**config.mk**
```make
export PLATFORM = sky130hd
export DESIGN_NAME = display_receiver
export DESIGN_NICKNAME = d
export VERILOG_FILES = /design/src/rtl/display_receiver.sv
export SDC_FILE = /design/constraint.sdc
export NUM_CORES = 1
export LEC_CHECK = 0
export ABC_AREA = 1
export CAP_MARGIN = 15
export CORE_ASPECT_RATIO = 0.9
export CORE_MARGIN = 4
export CORE_UTILIZATION = 57
export DETAILED_ROUTE_END_ITERATION = 12
export GPL_TIMING_DRIVEN = 0
export PLACE_DENSITY = 0.75
export SLEW_MARGIN = 20
export SYNTH_ARGS = -nofsm -noshare
export SYNTH_HDL_FRONTEND = slang
export SYNTH_SLANG_ARGS = --single-unit
```
**constraint.sdc**
```tcl
create_clock -name clk -period 13.3 [get_ports clk]
set_input_delay 3.99 -clock clk [delete_from_list [all_inputs] [get_ports clk]]
set_output_delay 3.99 -clock clk [all_outputs]
set_load 0.01 [all_outputs]
```
**src/rtl/display_receiver.sv**
```systemverilog
// display_receiver: LED panel bus sink that rebuilds latched rows, streams them out and measures lit time
module display_receiver #(
  parameter int segments = 1,
  parameter int rows = 8,
  parameter int columns = 32,
  parameter int cntwidth = 16
) (
  input  logic                         clk,
  input  logic                         rst,
  input  logic [$clog2(rows)-1:0]      row,
  input  logic [segments*3-1:0]        rgb,
  input  logic                         oclk,
  input  logic                         lat,
  input  logic                         oe,
  output logic                         px_valid,
  input  logic                         px_ready,
  output logic [$clog2(rows)-1:0]      px_row,
  output logic [$clog2(columns)-1:0]   px_column,
  output logic [segments*3-1:0]        px_rgb,
  output logic                         px_last,
  output logic                         on_valid,
  output logic [$clog2(rows)-1:0]      on_row,
  output logic [cntwidth-1:0]          on_cycles,
  output logic                         err_length,
  output logic                         err_latch_oe,
  output logic                         err_overrun
);
  localparam int rw = $clog2(rows);
  localparam int cw = $clog2(columns);
  localparam int sw = $clog2(columns + 1);
  localparam int dw = segments * 3;
  localparam logic [0:0] st_idle = 1'b0;
  localparam logic [0:0] st_stream = 1'b1;
  logic [rw-1:0] s_row_q, latched_row_q, latched_row_d, on_row_q, on_row_d;
  logic [dw-1:0] s_rgb_q;
  logic s_oclk_q, s_lat_q, s_oe_q, p_oclk_q, p_lat_q, p_oe_q;
  logic [dw-1:0] shift_buf_q [columns];
  logic [dw-1:0] shift_buf_d [columns];
  logic [dw-1:0] latch_buf_q [columns];
  logic [dw-1:0] latch_buf_d [columns];
  logic [sw-1:0] shift_count_q, shift_count_d;
  logic [cw-1:0] column_q, column_d;
  logic [0:0] state_q, state_d;
  logic [cntwidth-1:0] on_count_q, on_count_d, on_cycles_q, on_cycles_d;
  logic on_valid_q, on_valid_d;
  logic err_length_q, err_length_d, err_latch_oe_q, err_latch_oe_d, err_overrun_q, err_overrun_d;
  logic oclk_rise, lat_rise, oe_fall, busy, accept, last;

  always_comb begin
    oclk_rise = s_oclk_q & ~p_oclk_q;
    lat_rise = s_lat_q & ~p_lat_q;
    oe_fall = ~s_oe_q & p_oe_q;
    busy = state_q == st_stream;
    last = column_q == cw'(columns - 1);
    accept = busy & px_ready;
    shift_buf_d = shift_buf_q;
    shift_count_d = shift_count_q;
    if (oclk_rise && shift_count_q != sw'(columns)) begin
      shift_buf_d[shift_count_q[cw-1:0]] = s_rgb_q;
      shift_count_d = shift_count_q + 1'b1;
    end
    state_d = (accept && last) ? st_idle : state_q;
    column_d = accept ? (last ? '0 : column_q + 1'b1) : column_q;
    latch_buf_d = latch_buf_q;
    latched_row_d = latched_row_q;
    on_count_d = oe_fall ? '0 : (s_oe_q && on_count_q != '1) ? on_count_q + 1'b1 : on_count_q;
    on_valid_d = oe_fall;
    on_row_d = oe_fall ? latched_row_q : on_row_q;
    on_cycles_d = oe_fall ? on_count_q : on_cycles_q;
    err_length_d = err_length_q | (lat_rise && shift_count_q != sw'(columns));
    err_latch_oe_d = err_latch_oe_q | (lat_rise & s_oe_q);
    err_overrun_d = err_overrun_q | (lat_rise & busy);
    // a latch that lands on a busy stream is dropped but still restarts shift and on-time counting
    if (lat_rise) begin
      shift_count_d = '0;
      on_count_d = '0;
      if (!busy) begin
        latch_buf_d = shift_buf_q;
        latched_row_d = s_row_q;
        state_d = st_stream;
        column_d = '0;
      end
    end
  end

  always_ff @(posedge clk or posedge rst) begin
    if (rst) begin
      s_row_q <= '0;
      s_rgb_q <= '0;
      s_oclk_q <= 1'b0;
      s_lat_q <= 1'b0;
      s_oe_q <= 1'b0;
      p_oclk_q <= 1'b0;
      p_lat_q <= 1'b0;
      p_oe_q <= 1'b0;
      shift_buf_q <= '{default: '0};
      latch_buf_q <= '{default: '0};
      shift_count_q <= '0;
      column_q <= '0;
      state_q <= st_idle;
      latched_row_q <= '0;
      on_count_q <= '0;
      on_cycles_q <= '0;
      on_row_q <= '0;
      on_valid_q <= 1'b0;
      err_length_q <= 1'b0;
      err_latch_oe_q <= 1'b0;
      err_overrun_q <= 1'b0;
    end else begin
      s_row_q <= row;
      s_rgb_q <= rgb;
      s_oclk_q <= oclk;
      s_lat_q <= lat;
      s_oe_q <= oe;
      p_oclk_q <= s_oclk_q;
      p_lat_q <= s_lat_q;
      p_oe_q <= s_oe_q;
      shift_buf_q <= shift_buf_d;
      latch_buf_q <= latch_buf_d;
      shift_count_q <= shift_count_d;
      column_q <= column_d;
      state_q <= state_d;
      latched_row_q <= latched_row_d;
      on_count_q <= on_count_d;
      on_cycles_q <= on_cycles_d;
      on_row_q <= on_row_d;
      on_valid_q <= on_valid_d;
      err_length_q <= err_length_d;
      err_latch_oe_q <= err_latch_oe_d;
      err_overrun_q <= err_overrun_d;
    end
  end

  assign px_valid = state_q == st_stream;
  assign px_row = latched_row_q;
  assign px_column = column_q;
  assign px_rgb = latch_buf_q[column_q];
  assign px_last = px_valid & last;
  assign on_valid = on_valid_q;
  assign on_row = on_row_q;
  assign on_cycles = on_cycles_q;
  assign err_length = err_length_q;
  assign err_latch_oe = err_latch_oe_q;
  assign err_overrun = err_overrun_q;
endmodule

```
# Word level (Yosys, flattened, before mapping)
# Index checks and enable logic that the tools add are counted.
[classes]
mux = 18
n_bitwise = 16
add_sub_neg = 3
reduce_logical = 8
eq_ne = 3
n_lt_le_gt_ge = 3
[ops]
columns = ["op", "count"]
rows = [
  ["96-bit bitwise mux", 1],
  ["16-bit two-way mux", 3],
  ["5-bit two-way mux", 4],
  ["16-bit by 1-bit adder with 16-bit output, second input constant", 1],
  ["16-bit != test, second input constant", 1],
  ["3-bit binary-select mux with 5-bit select", 1],
  ["3-bit demux with 5-bit select", 1],
  ["6-bit greater-or-equal comparator, second input constant", 2],
  ["6-bit two-way mux", 2],
  ["5-bit NOT with 6-bit output", 2],
  ["3-bit two-way mux", 3],
  ["1-bit AND", 7],
  ["6-bit by 1-bit adder with 6-bit output, second input constant", 1],
  ["6-bit by 1-bit < comparator with 1-bit output, second input constant", 1],
  ["6-bit != test, second input constant", 1],
  ["5-bit by 1-bit adder with 5-bit output, second input constant", 1],
  ["5-bit == test, second input constant", 1],
  ["1-bit logical AND", 5],
  ["1-bit NOT", 4],
  ["1-bit two-way mux", 3],
  ["1-bit bitwise OR", 3],
  ["3-bit nonzero test", 1],
  ["2-bit AND reduction", 1],
  ["2-bit nonzero test", 1],
]
[word_totals]
reg_bits = 258
in_bits = 12
word_cells = 134

# Logic depth before layout (Yosys ltp)
[logic_depth]
word_depth = 6
depth_mapped = 11
depth_no_buf = 10

# Least setup slack after synthesis
# OpenSTA, ideal clock, no wires.
[synth_path]
path_kind = "register -> output"
start = "register column_q[0] (netlist: px_column[0])"
end = "output px_rgb[2]"
path_buffers = 3
stages_incl_launch_ff = 12
slack_ns = 7.916
t_arrival_ns = 1.394
t_required_ns = 9.310
cell_sequence = "dfrtp_1 clkbuf_1 buf_4 buf_2 nand2_1 nand3_1 nand3_1 nand2_1 nand2_1 nand2_1 nand2_1 inv_1"
[synth_via]
elab_chain_len = 4
[synth_rtl]
columns = ["element", "line", "rtl"]
rows = [
  ["from (decl)", "42", "logic [cw-1:0] column_q, column_d;"],
  ["from (signal assigned)", "121", "column_q <= column_d;"],
  ["5-bit NOT with 6-bit output (implied by the code)", "137", "assign px_rgb = latch_buf_q[column_q];"],
  ["3-bit binary-select mux with 5-bit select", "137", ""],
  ["3-bit two-way mux (implied by the code) (2 in series)", "137", ""],
  ["to (decl)", "19", "output logic [segments*3-1:0] px_rgb,"],
]
# Every way passes these cells. The select of a mux whose other input is x is not followed.

# Final worst setup path
[layout_path]
start = "register column_q[1] (netlist: px_column[1])"
end = "output px_rgb[1]"
# The elaborated chain is that of the path after synthesis.

==> results.md <==
* Synth top area share at 0.556
* Non-Filler Instances at 1801
* Synth Register Bits at 258
* Overflow after GRT at 0
* Finished Core Util at 0.671
* CTS tree: built
* DR pass1 iterations at 6
* Final Cell Area at 13400 um^2
* Clock Root Buffer: clkbuf_16
* Setup-failing EPs final at 0
* Routed via count at 9941
* YS warnings at 0
* Fin crit share at 0.535
* Post-synthesis sequential area ratio at 0.556
* Most common cell after layout, fill and taps aside: nand2_1
* # rows at 49
* Dpl ws at 6.80 ns
* Dpl cell area at 12500 um^2
* Clock Tree Buf Depth at 3
* Fill cells at 1689
* Nets at 1545
* Synth cell types at 35
* Total GRT Usage at 0.287
* Fmax at 0.141 GHz
* Gpl congestion at 0.904
* Hold Fails Final Rpt at 0
* Placed cell count at 1753
* Share of cells above drive strength 1 at 0.0809
* Post-CTS Setup Inserts at 0
* Design Power at 2.20 mW
* Worst hold-check path type: reg -> reg
* Synth Area per Inst at 8.01 um^2
* Area of the core at 20000 um^2
* Clk pin slew, worst setup/hold paths at 0.06 ns
* Crit-path leading delay family: buffers and inverters
* I/O pin count at 48
* CTS HTree Levels at 1
* Width of the die at 158 um
* Cell taking the most area after synthesis: dfrtp_1
* Number of global-route vias before repair at 9341
* Crit path DAT at 3.12 ns
* Pins over their slew limit at 0
* Post-Route Skew at 0.0116 ns
* Synth area leaders: dfrtp_1 56%, nand2_1 24%, nand3_1 7.5%, inv_1 1.6%, nor2_1 1.6%
* Crit-path max FO at 10
* Most frequent cells in the layout: 740 x nand2_1, 258 x dfrtp_1, 174 x nand3_1, 50 x inv_1, 48 x nor2_1
* WL/cell at 17.6 um
* RSZ-0062 raised after global routing: no
* Syn Inst Count at 1449
* Die area at 22700 um^2
* Largest net degree at the start of global routing at 107
* Final ANT Viol Nets at 0
* Vias per cell at 5.52
* Fin crit period at 7.11 ns
* Clk sinks at 258
* Metal1 wirelength at 13700 um
* Final WS setup at 6.19 ns
* Net count after synthesis at 1468
* Starting Density at 0.581
* Hold_ws at 0.374 ns
* Startpoint class of the critical path: flop
* Critical path buffers and inverters at 4
* Clk_lat worst skew at 0.54 ns
* Worst Path Required at 9.31 ns
* CTS resizes at 0
* Peak supply drop at 99.2 uV
* Pwr dens at 164 nW/um^2
* Met3 WL at 3000 um
* Die height at 143 um
* CP Capture Type: output pin
* Wire length of the first global-routing pass at 50600 um
* Worst path most repeated cell: nand2_1
* DRT Wirelength at 31700 um
* I/O Buffers at 47
* Final HPWL DP at 21700 um
* Outcome: complete, no violations
* Max Used Layer: met4
* Met2 routed WL at 13800 um
* Setup TNS at 0 ns
* Worst Tran Pin Value at 0.876 ns
* Critical path's largest stage delay at 0.57 ns
* Max_cap viols at 0
* Num CTS Buffers at 26
* Initial antenna violation count at 0
* Setup Crit Path Kind: reg -> out
* P&R area growth vs syn at 15.5%
* Hold_buf cts at 0
* Drt first-iter violations at 986
* Antenna Cells at 0
* Crit path cell chain: buf_2, buf_1, nand3_1, nand2_1, nor2_1, nor2_1, nand2_1, nand2_1, inv_1, clkdlybuf4s50_1
* DRC viols at 0
* Crit-path slowest cell: buf_1
* Slew HR at 0.416
* Netlist Area Pre-Place at 11600 um^2
* Leak at 7.18 nW
==> report_power, final <==
group          total (mW)  switching (mW)  leakage, nW  internal (mW)
Combinational       0.515           0.354         3.21          0.161
Sequential          0.885          0.0423         3.51          0.842
Clock               0.804           0.315        0.460          0.490
Total                2.20           0.710         7.18           1.49
==> routing by layer <==
metal	GRT usage	vias to the layer above
li1	-	4704
met1	0.426	4749
met2	0.432	399
met3	0.0557	89
met4	0.0902	0
met5	0	-
==> state kept, by name (all words and copies together) (netlist names), 3 cells and up <==
signal / flops
s_rgb_q: 3
shift_count_q: 6
latch_buf_q: 96
px_column: 5
on_cycles: 16
on_count_q: 16
s_row_q: 3
px_row: 3
on_row: 3
shift_buf_q: 96
==> cells by family (layout without fill, tap and decap cells) <==
group                      Yosys count  after routing  synth area share
and+or+nand+nor                    995            995             0.355
AOI/OAI and AO/OA                   49             49            0.0228
buffers and inverters              134            231            0.0545
xor gates and xnor gates             6              6           0.00453
adders and majority gates            7              7           0.00754
DFF                                258            258             0.556
==> Yosys cell counts (all sizes together) <==
cell type / n
nand3: 175
nor2: 58
dfrtp: 258
ha: 7
a22oi: 1
a21oi: 17
xnor2: 2
nand2: 747
o21bai: 2
nor3: 8
inv: 58
clkbuf: 23
xor2: 4
buf: 53
nor4: 1
nand4: 6
a21o: 1
a211oi: 1
o21ai: 27
==> path summary, 6_finish.rpt <==
check	from	end	slack, ns	cells after the start
setup / recovery	px_column[1]	px_rgb[1]	6.19	10
hold / removal	s_lat_q	p_lat_q	0.37	0
setup reg to reg	p_lat_q	latch_buf_q[45]	11.21	8
hold reg to reg	s_lat_q	p_lat_q	0.37	0
max in group asynchronous	rst	latch_buf_q[39]	8.11	4
min in group asynchronous	rst	err_latch_oe	3.86	2
==> area by class of cell <==
class | count | area (um^2) | share of cell area
Clock inverter | 14 | 203 | 0.0151
Multi-Input combinational cell | 1057 | 4520 | 0.337
Tap cell | 255 | 319 | 0.0238
Inverter | 58 | 225 | 0.0168
Timing Repair Buffer | 49 | 526 | 0.0392
Sequential cell | 258 | 6460 | 0.481
Clock buffer | 34 | 742 | 0.0553
Buffer | 76 | 415 | 0.0310
(Power assumes the default switching activity.)
